### src/rtl/riscv_ctrl_pkg.sv
// riscv_ctrl_pkg: shared opcodes, FSM state encoding, ALU op codes and instruction classes
package riscv_ctrl_pkg;
  localparam logic [6:0] OP_R      = 7'b0110011;
  localparam logic [6:0] OP_IALU   = 7'b0010011;
  localparam logic [6:0] OP_LOAD   = 7'b0000011;
  localparam logic [6:0] OP_STORE  = 7'b0100011;
  localparam logic [6:0] OP_BRANCH = 7'b1100011;
  localparam logic [1:0] ALU_ADD   = 2'b00;
  localparam logic [1:0] ALU_SUB   = 2'b01;
  localparam logic [1:0] ALU_FUNCT = 2'b10;
  typedef enum logic [2:0] {
    FETCH     = 3'd0,
    DECODE    = 3'd1,
    EXECUTE   = 3'd2,
    MEMORY    = 3'd3,
    WRITEBACK = 3'd4,
    TRAP      = 3'd5
  } state_t;
  typedef enum logic [2:0] {CL_R, CL_IALU, CL_LOAD, CL_STORE, CL_BRANCH, CL_NONE} op_class_t;
endpackage

### src/rtl/ctrl_opclass.sv
// ctrl_opclass: combinational RV32I opcode to instruction-class decoder
module ctrl_opclass
  import riscv_ctrl_pkg::*;
(
  input  logic [6:0] opcode,
  output op_class_t  op_class,
  output logic       valid
);
  assign op_class = opcode == OP_R      ? CL_R      :
                    opcode == OP_IALU   ? CL_IALU   :
                    opcode == OP_LOAD   ? CL_LOAD   :
                    opcode == OP_STORE  ? CL_STORE  :
                    opcode == OP_BRANCH ? CL_BRANCH : CL_NONE;
  assign valid = op_class != CL_NONE;
endmodule

### src/rtl/multicycle_ctrl.sv
// multicycle_ctrl: RV32I multi-cycle control FSM with retired-instruction counter.
// Define MEM_WAIT_EN to stall FETCH and MEMORY until MemReady.
module multicycle_ctrl
  import riscv_ctrl_pkg::*;
#(
  parameter int CNT_W           = 32,
  parameter bit TRAP_ON_ILLEGAL = 1'b1
) (
  input  logic             clock,
  input  logic             Reset,
  input  logic [6:0]       OpCode,
  input  logic             Zero,
`ifdef MEM_WAIT_EN
  input  logic             MemReady,
`endif
  output logic             PCWrite,
  output logic             PCSrc,
  output logic             IRWrite,
  output logic             MemRead,
  output logic             MemWrite,
  output logic             RegWrite,
  output logic             MemtoReg,
  output logic             ALUSrc,
  output logic [1:0]       ALUOp,
  output logic             InstrDone,
  output logic             Illegal,
  output logic [CNT_W-1:0] RetireCnt
);
  state_t    state;
  op_class_t cls, dec_cls;
  logic      dec_valid, mem_ok;
  logic      in_f, in_d, in_e, in_m, in_w, is_br, is_ld, is_st, is_alu;
  ctrl_opclass u_opclass (.opcode(OpCode), .op_class(dec_cls), .valid(dec_valid));
`ifdef MEM_WAIT_EN
  assign mem_ok = MemReady;
`else
  assign mem_ok = 1'b1;
`endif
  always_ff @(posedge clock or negedge Reset)
    if (!Reset) begin
      state     <= FETCH;
      cls       <= CL_NONE;
      Illegal   <= 1'b0;
      RetireCnt <= '0;
    end else begin
      RetireCnt <= RetireCnt + CNT_W'(InstrDone);
      case (state)
        FETCH:     state <= mem_ok ? DECODE : FETCH;
        DECODE: begin
          cls     <= dec_cls;
          state   <= dec_valid ? EXECUTE : TRAP_ON_ILLEGAL ? TRAP : FETCH;
          Illegal <= Illegal | (!dec_valid && TRAP_ON_ILLEGAL);
        end
        EXECUTE:   state <= is_br ? FETCH : (is_ld || is_st) ? MEMORY : WRITEBACK;
        MEMORY:    state <= !mem_ok ? MEMORY : is_ld ? WRITEBACK : FETCH;
        WRITEBACK: state <= FETCH;
        default:   state <= TRAP;
      endcase
    end
  // Reset gates FETCH so every enable is low while reset is held
  assign in_f   = Reset && state == FETCH;
  assign in_d   = state == DECODE;
  assign in_e   = state == EXECUTE;
  assign in_m   = state == MEMORY;
  assign in_w   = state == WRITEBACK;
  assign is_br  = cls == CL_BRANCH;
  assign is_ld  = cls == CL_LOAD;
  assign is_st  = cls == CL_STORE;
  assign is_alu = cls == CL_R || cls == CL_IALU;
  assign PCWrite   = (in_f && mem_ok) || (in_e && is_br && Zero);
  assign PCSrc     = in_e && is_br;
  assign IRWrite   = in_f && mem_ok;
  assign MemRead   = in_f || (in_m && is_ld);
  assign MemWrite  = in_m && is_st;
  assign RegWrite  = in_w;
  assign MemtoReg  = in_w && is_ld;
  assign ALUSrc    = in_e && (cls == CL_IALU || is_ld || is_st);
  assign ALUOp     = !in_e ? ALU_ADD : is_br ? ALU_SUB : is_alu ? ALU_FUNCT : ALU_ADD;
  assign InstrDone = (in_d && !dec_valid && !TRAP_ON_ILLEGAL) || (in_e && is_br) ||
                     (in_m && is_st && mem_ok) || in_w;
endmodule

### config.mk
export PLATFORM = sky130hd
export DESIGN_NAME = multicycle_ctrl
export DESIGN_NICKNAME = d
export VERILOG_FILES = /design/src/rtl/riscv_ctrl_pkg.sv /design/src/rtl/ctrl_opclass.sv /design/src/rtl/multicycle_ctrl.sv
export SDC_FILE = /design/constraint.sdc
export NUM_CORES = 1
export LEC_CHECK = 0
export CORE_MARGIN = 4
export CORE_UTILIZATION = 25
export DETAILED_ROUTE_END_ITERATION = 7
export PLACE_DENSITY_LB_ADDON = 0.08
export SLEW_MARGIN = 30
export SYNTH_ARGS = -nofsm -noshare
export SYNTH_HDL_FRONTEND = slang
export SYNTH_HIERARCHICAL = 1
export SYNTH_SLANG_ARGS = --single-unit
### constraint.sdc
create_clock -name clock -period 6.3 [get_ports clock]
set_input_delay 0.63 -clock clock [delete_from_list [all_inputs] [get_ports clock]]
set_output_delay 0.63 -clock clock [all_outputs]
set_load 0.005 [all_outputs]
# [After elaboration in Yosys (flattened, before gate mapping)]
# Index checks and enable logic that the tools add are counted.
[word_totals] register_bits=39 output_inout_bits=44 wordCells=51
[classes] n_addsub=1 eq_ne=14 n_mux=13 bitwise=1 reduce_logical=18
[op_table] cell="32-bit by 1-bit adder with 32-bit output" n=1
[op_table] cell="3-bit 2-to-1 mux" n=8
[op_table] cell="3-bit case mux with 5 select lines" n=1
[op_table] cell="7-bit by 6-bit equality test with 1-bit output (second input constant)" n=2
[op_table] cell="3-bit by 2-bit equality test with 1-bit output (second input constant)" n=4
[op_table] cell="1-bit logical OR" n=8
[op_table] cell="7-bit by 2-bit equality test with 1-bit output (second input constant)" n=1
[op_table] cell="7-bit by 5-bit equality test with 1-bit output (second input constant)" n=1
[op_table] cell="7-bit equality test (second input constant)" n=1
[op_table] cell="1-bit logical AND" n=7
[op_table] cell="3-bit by 1-bit equality test with 1-bit output (second input constant)" n=2
[op_table] cell="3-bit equality test (second input constant)" n=2
[op_table] cell="3-bit zero test" n=2
[op_table] cell="2-bit 2-to-1 mux" n=3
[op_table] cell="3-bit != test (second input constant)" n=1
[op_table] cell="1-bit zero test" n=1
[op_table] cell="1-bit 2-to-1 mux" n=1
[op_table] cell="1-bit OR" n=1

# [Logic depth before layout (Yosys ltp)]
[depth] word_depth=9 mapped_depth=11

# [Hierarchy]
# Netlist, hierarchy kept.
[by_module_without_submodules] mod="multicycle_ctrl" n_inst=1 cells_each=172 area_each_um2=1868.0
[by_module_without_submodules] mod="ctrl_opclass" n_inst=1 cells_each=10 area_each_um2=73.8

# [Worst setup path after synthesis]
# Ideal clock, no wire load.
[synth_path] path_type="reg-to-reg" from="reg state[1]" to="reg RetireCnt[24]" setup_time_ns=0.079 arrival_ns=2.546 required_time_ns=6.221 setup_slack_ns=3.675 path_stages_with_launch=12 path_buffers=2 period_less_slack_ns=2.625 cell_sequence="dfrtp_1 > clkbuf_1 > inv_1 > nor4_1 > or3_1 > ha_1 > ha_1 > and3_1 > clkbuf_1 > nand2_2 > nor4_2 > xor2_1"
[synth_via] elab_chain_len=5
[synth_lines] item="start: declaration" line_no="multicycle_ctrl.sv:29" rtl="state_t state;"
[synth_lines] item="start signal: assignment" line_no="multicycle_ctrl.sv:48" rtl="FETCH: state <= mem_ok ? DECODE : FETCH;"
[synth_lines] item="start signal: assignment" line_no="multicycle_ctrl.sv:51" rtl="state <= dec_valid ? EXECUTE : TRAP_ON_ILLEGAL ? TRAP : FETCH;"
[synth_lines] item="start signal: assignment" line_no="multicycle_ctrl.sv:54" rtl="EXECUTE: state <= is_br ? FETCH : (is_ld || is_st) ? MEMORY : WRITEBACK;"
[synth_lines] item="3-bit by 2-bit equality test with 1-bit output" line_no="multicycle_ctrl.sv:63" rtl="assign in_e = state == EXECUTE;"
[synth_lines] item="1-bit logical AND"
[synth_lines] item="net PCSrc" line_no="multicycle_ctrl.sv:17" rtl="output logic PCSrc,"
[synth_lines] item="1-bit logical OR" line_no="multicycle_ctrl.sv:79" rtl="assign InstrDone = (in_d && !dec_valid && !TRAP_ON_ILLEGAL) || (in_e && is_br) ||"
[synth_lines] item="1-bit logical OR" line_no="multicycle_ctrl.sv:80" rtl="(in_m && is_st && mem_ok) || in_w;"
[synth_lines] item="net InstrDone" line_no="multicycle_ctrl.sv:25" rtl="output logic InstrDone,"
[synth_lines] item="32-bit by 1-bit adder with 32-bit output" line_no="multicycle_ctrl.sv:46" rtl="RetireCnt <= RetireCnt + CNT_W'(InstrDone);"
[synth_lines] item="end signal: assignment" line_no="multicycle_ctrl.sv:46"
[synth_lines] item="end: declaration" line_no="multicycle_ctrl.sv:27" rtl="output logic [CNT_W-1:0] RetireCnt"
# The timed path passes the listed nets, and every way through them passes these cells.
# A chain may end at the register's enable or synchronous reset.

# [Final worst setup path]
[layout_path] from="in Reset" to="out PCWrite"
[layout_via] elab_chain_len=2
[layout_lines] item="start: declaration" line_no="multicycle_ctrl.sv:10" rtl="input logic Reset,"
[layout_lines] item="1-bit logical AND" line_no="multicycle_ctrl.sv:61" rtl="assign in_f = Reset && state == FETCH;"
[layout_lines] item="1-bit logical OR" line_no="multicycle_ctrl.sv:70" rtl="assign PCWrite = (in_f && mem_ok) || (in_e && is_br && Zero);"
[layout_lines] item="end: declaration" line_no="multicycle_ctrl.sv:16" rtl="output logic PCWrite,"
# No other way between the ends.

==> results.ini <==
[clock_tree]
path_clk_slew_ns=0.08
post_cts_buffers=0
cts.sinks=39
cts_resized=0
ctsRootBufferMaster=clkbuf_8
hold_buffers=0
cts_made_buffers=5
h-tree-depth=2
clk_latency_ns=0.29
cts_tree=done
cts_buffer_depth=2

[floorplanning]
core_area_mm2=0.00741
std_cell_rows=31
die_x_um=96.1
initial_core_util_pct=26.2
num_io_pins=54
die-height_um=96.1
die_area_mm2=0.00924

[yosys]
synth_nets=194
synth_seq_area_share_pct=50.4
synth_compound_area_share_pct=4.32
yosys.area_share.simple_pct=25.6
yosysWarnings=6
synth_area_mm2=0.00194
synth_seq_cells=39
ys_async_sr_fraction_pct=100
syn_area_per_cell_um2=10.7
synthCells=182
synthFlopType=dfrtp_1
synth_top_family_by_area=simple AND/OR/NAND/NOR gates
synth-adder-area-share_pct=1.29
synth-edff-count=0
synth_cell_types=43
synth-xor-area-share_pct=14.0
synthMuxAreaShare_pct=1.74

[sta]
drv_slew=0
fin_crit_sh_pct=44.6
min_period_ns=2.81
slew_headroom_pct=61.0
worst_slew_pin_slew_ns=0.580
max_freq_mhz=356
tns_ns=0
skew_ns=0.0105
setup_viol_count_final=0
finalHoldViolations=0
rsz0062_at_grt=no

[pwr]
internal_power_mw=0.449
p_clk_share_pct=36.2
power.density_mw_per_mm2=222
pwr-share-seq_pct=50.3
leakage_nw=1.16
p_sw_share_pct=24.6
pwr-share-comb_pct=13.5
ir_drop_mv=0.142
switchingPower_mw=0.146

[final_layout]
n_antenna_cell=0
drive_above_1_share_pct=10.1
final_util_pct=36.2
regArea_um2=978
multi_input_area_um2=912
num-nets-final=248
fillers=748
area_growth_pct=38.2

[worst_hold_path]
hold_class=input pin to asynchronous set/reset pin

[run]
max_cap_violations=0

[global_route]
met3_usage_pct=2.89
track_usage_pct=10.6
grt_overflow=0
grtUsageMet1_pct=13.6
antenna_found_initial=0
grt.busiest_layer=met2
grt_max_degree=42
grt_pass1_wl_mm=7.64
grt_pass1_vias=1590
grtUsageMet2_pct=17.3

[setup_path]
arrival_ns=2.18
worstSetupStartpointType=input pin
critPathCaptureType=primary output
crit_type=input pin to primary output
cp.required_ns=5.67
cp_max_fo=41

[place]
port_buffers=53
dp_hpwl_mm=3.26
gp_congestion=0.702

[detailed_routing]
wl_per_cell_um=13.3
num_vias=1505
ant_nets=0
drt_first_pass_iters=2
drtIter0Drc=30
drc=0
via_per_inst=4.48
routed_wl_mm=4.46

[outcome]
outcome=complete, no violations

final timing paths:
| path | endpoint | from | depth (start not counted) | slack, ns |
|---|---|---|---|---|
| max reg2reg | RetireCnt[28] | cls[1] | 10 | 3.57 |
| min reg2reg | RetireCnt[31] | RetireCnt[31] | 1 | 0.47 |
| max | PCWrite | Reset | 5 | 3.49 |
| min | RetireCnt[10] | Reset | 2 | 0.40 |
| min in group clock | RetireCnt[31] | RetireCnt[31] | 1 | 0.47 |
| max in group asynchronous | cls[2] | Reset | 2 | 5.51 |
state kept, by name, indices dropped and copies added (netlist names):
register and cells:
cls 3, state 3, Illegal 1, RetireCnt 32
final cells by class:
| type | count | share of cell area, % |
|---|---|---|
| well taps | 99 | 4.62 |
| clock buffers | 6 | 3.08 |
| multi-input cells | 131 | 34.0 |
| flip-flops and latches | 39 | 36.5 |
| inverters | 5 | 0.699 |
| repair buffers | 54 | 19.9 |
| clock inverters | 2 | 1.31 |
kinds of logic (layout without fill, tap and decap cells):
kind of cell | count (synthesis) | count (layout)
DFF | 39 | 39
xor gates and xnor gates | 31 | 31
muxes | 3 | 3
and+or+nand+nor | 82 | 82
adders and majority gates | 2 | 2
AOI/OAI and AO/OA | 13 | 13
buffers and inverters | 12 | 67
power groups by stage:
stage | sequential [mW] | clock (mW) | combinational, mW
after CTS | 0.299 | 0.225 | 0.0827
after global routing | 0.304 | 0.234 | 0.0909
after floorplan | 0.292 | 0 | 0.0398
after detailed placement | 0.303 | 0 | 0.0816
after global placement | 0.304 | 0 | 0.0835
final | 0.300 | 0.216 | 0.0806
cells in the final DEF (no fill, tap or decap), types with 2 or more instances in the layout:
cell type,instances
a21o_1,2
nand4_1,6
and4_1,3
clkdlybuf4s50_1,52
nor4_1,8
dfrtp_1,37
nand2b_1,3
clkbuf_8,6
inv_1,5
mux2_2,3
xor2_1,18
nand2_1,12
nor3b_1,3
and3_1,4
and2_1,2
o21ai_0,3
dfstp_2,2
nor2_1,11
and3_2,3
nor3_1,6
nand3_1,9
ha_1,2
xnor2_1,13
a21oi_1,2
stage by stage:
step	area, µm²	cells	worst slack [ns]	hold slack, ns	total power, mW
after floorplan	1940	182	3.67	0.334	0.332
after global placement	2570	328	3.42	0.448	0.388
after detailed placement	2570	328	3.44	0.457	0.385
after CTS	2680	336	3.41	0.420	0.607
after global routing	2680	336	3.15	0.450	0.629
final	2680	336	3.49	0.403	0.596
cells in the mapped netlist (all sizes together) (2+ instances only):
cell type | n | area, µm²
xor2 | 18 | 158
inv | 5 | 18.8
and2 | 2 | 12.5
nand3 | 9 | 45.0
a21oi | 2 | 10.0
nor3b | 3 | 22.5
a21o | 2 | 15.0
o21ai | 3 | 15.0
and3 | 7 | 47.5
nor4 | 9 | 62.6
nor2 | 11 | 41.3
nand2 | 13 | 51.3
and4 | 5 | 47.6
clkbuf | 6 | 25.0
dfrtp | 37 | 926
mux2 | 3 | 33.8
nand2b | 3 | 18.8
dfstp | 2 | 52.6
xnor2 | 13 | 114
nor3 | 6 | 30.0
ha | 2 | 25.0
nand4 | 7 | 58.8
critical path: stages:
cell,delay (ns)
buf_2,0.08
buf_4,0.44
nor4b_1,0.40
a21o_1,0.13
clkdlybuf4s50_1,0.49
layer usage:
metal  wire length, µm  share of wire [%]
met4                47                1.1
met5                 0                  0
met3               228                5.1
met1              2090                 47
met2              2090                 47
(Power assumes the default switching activity.)
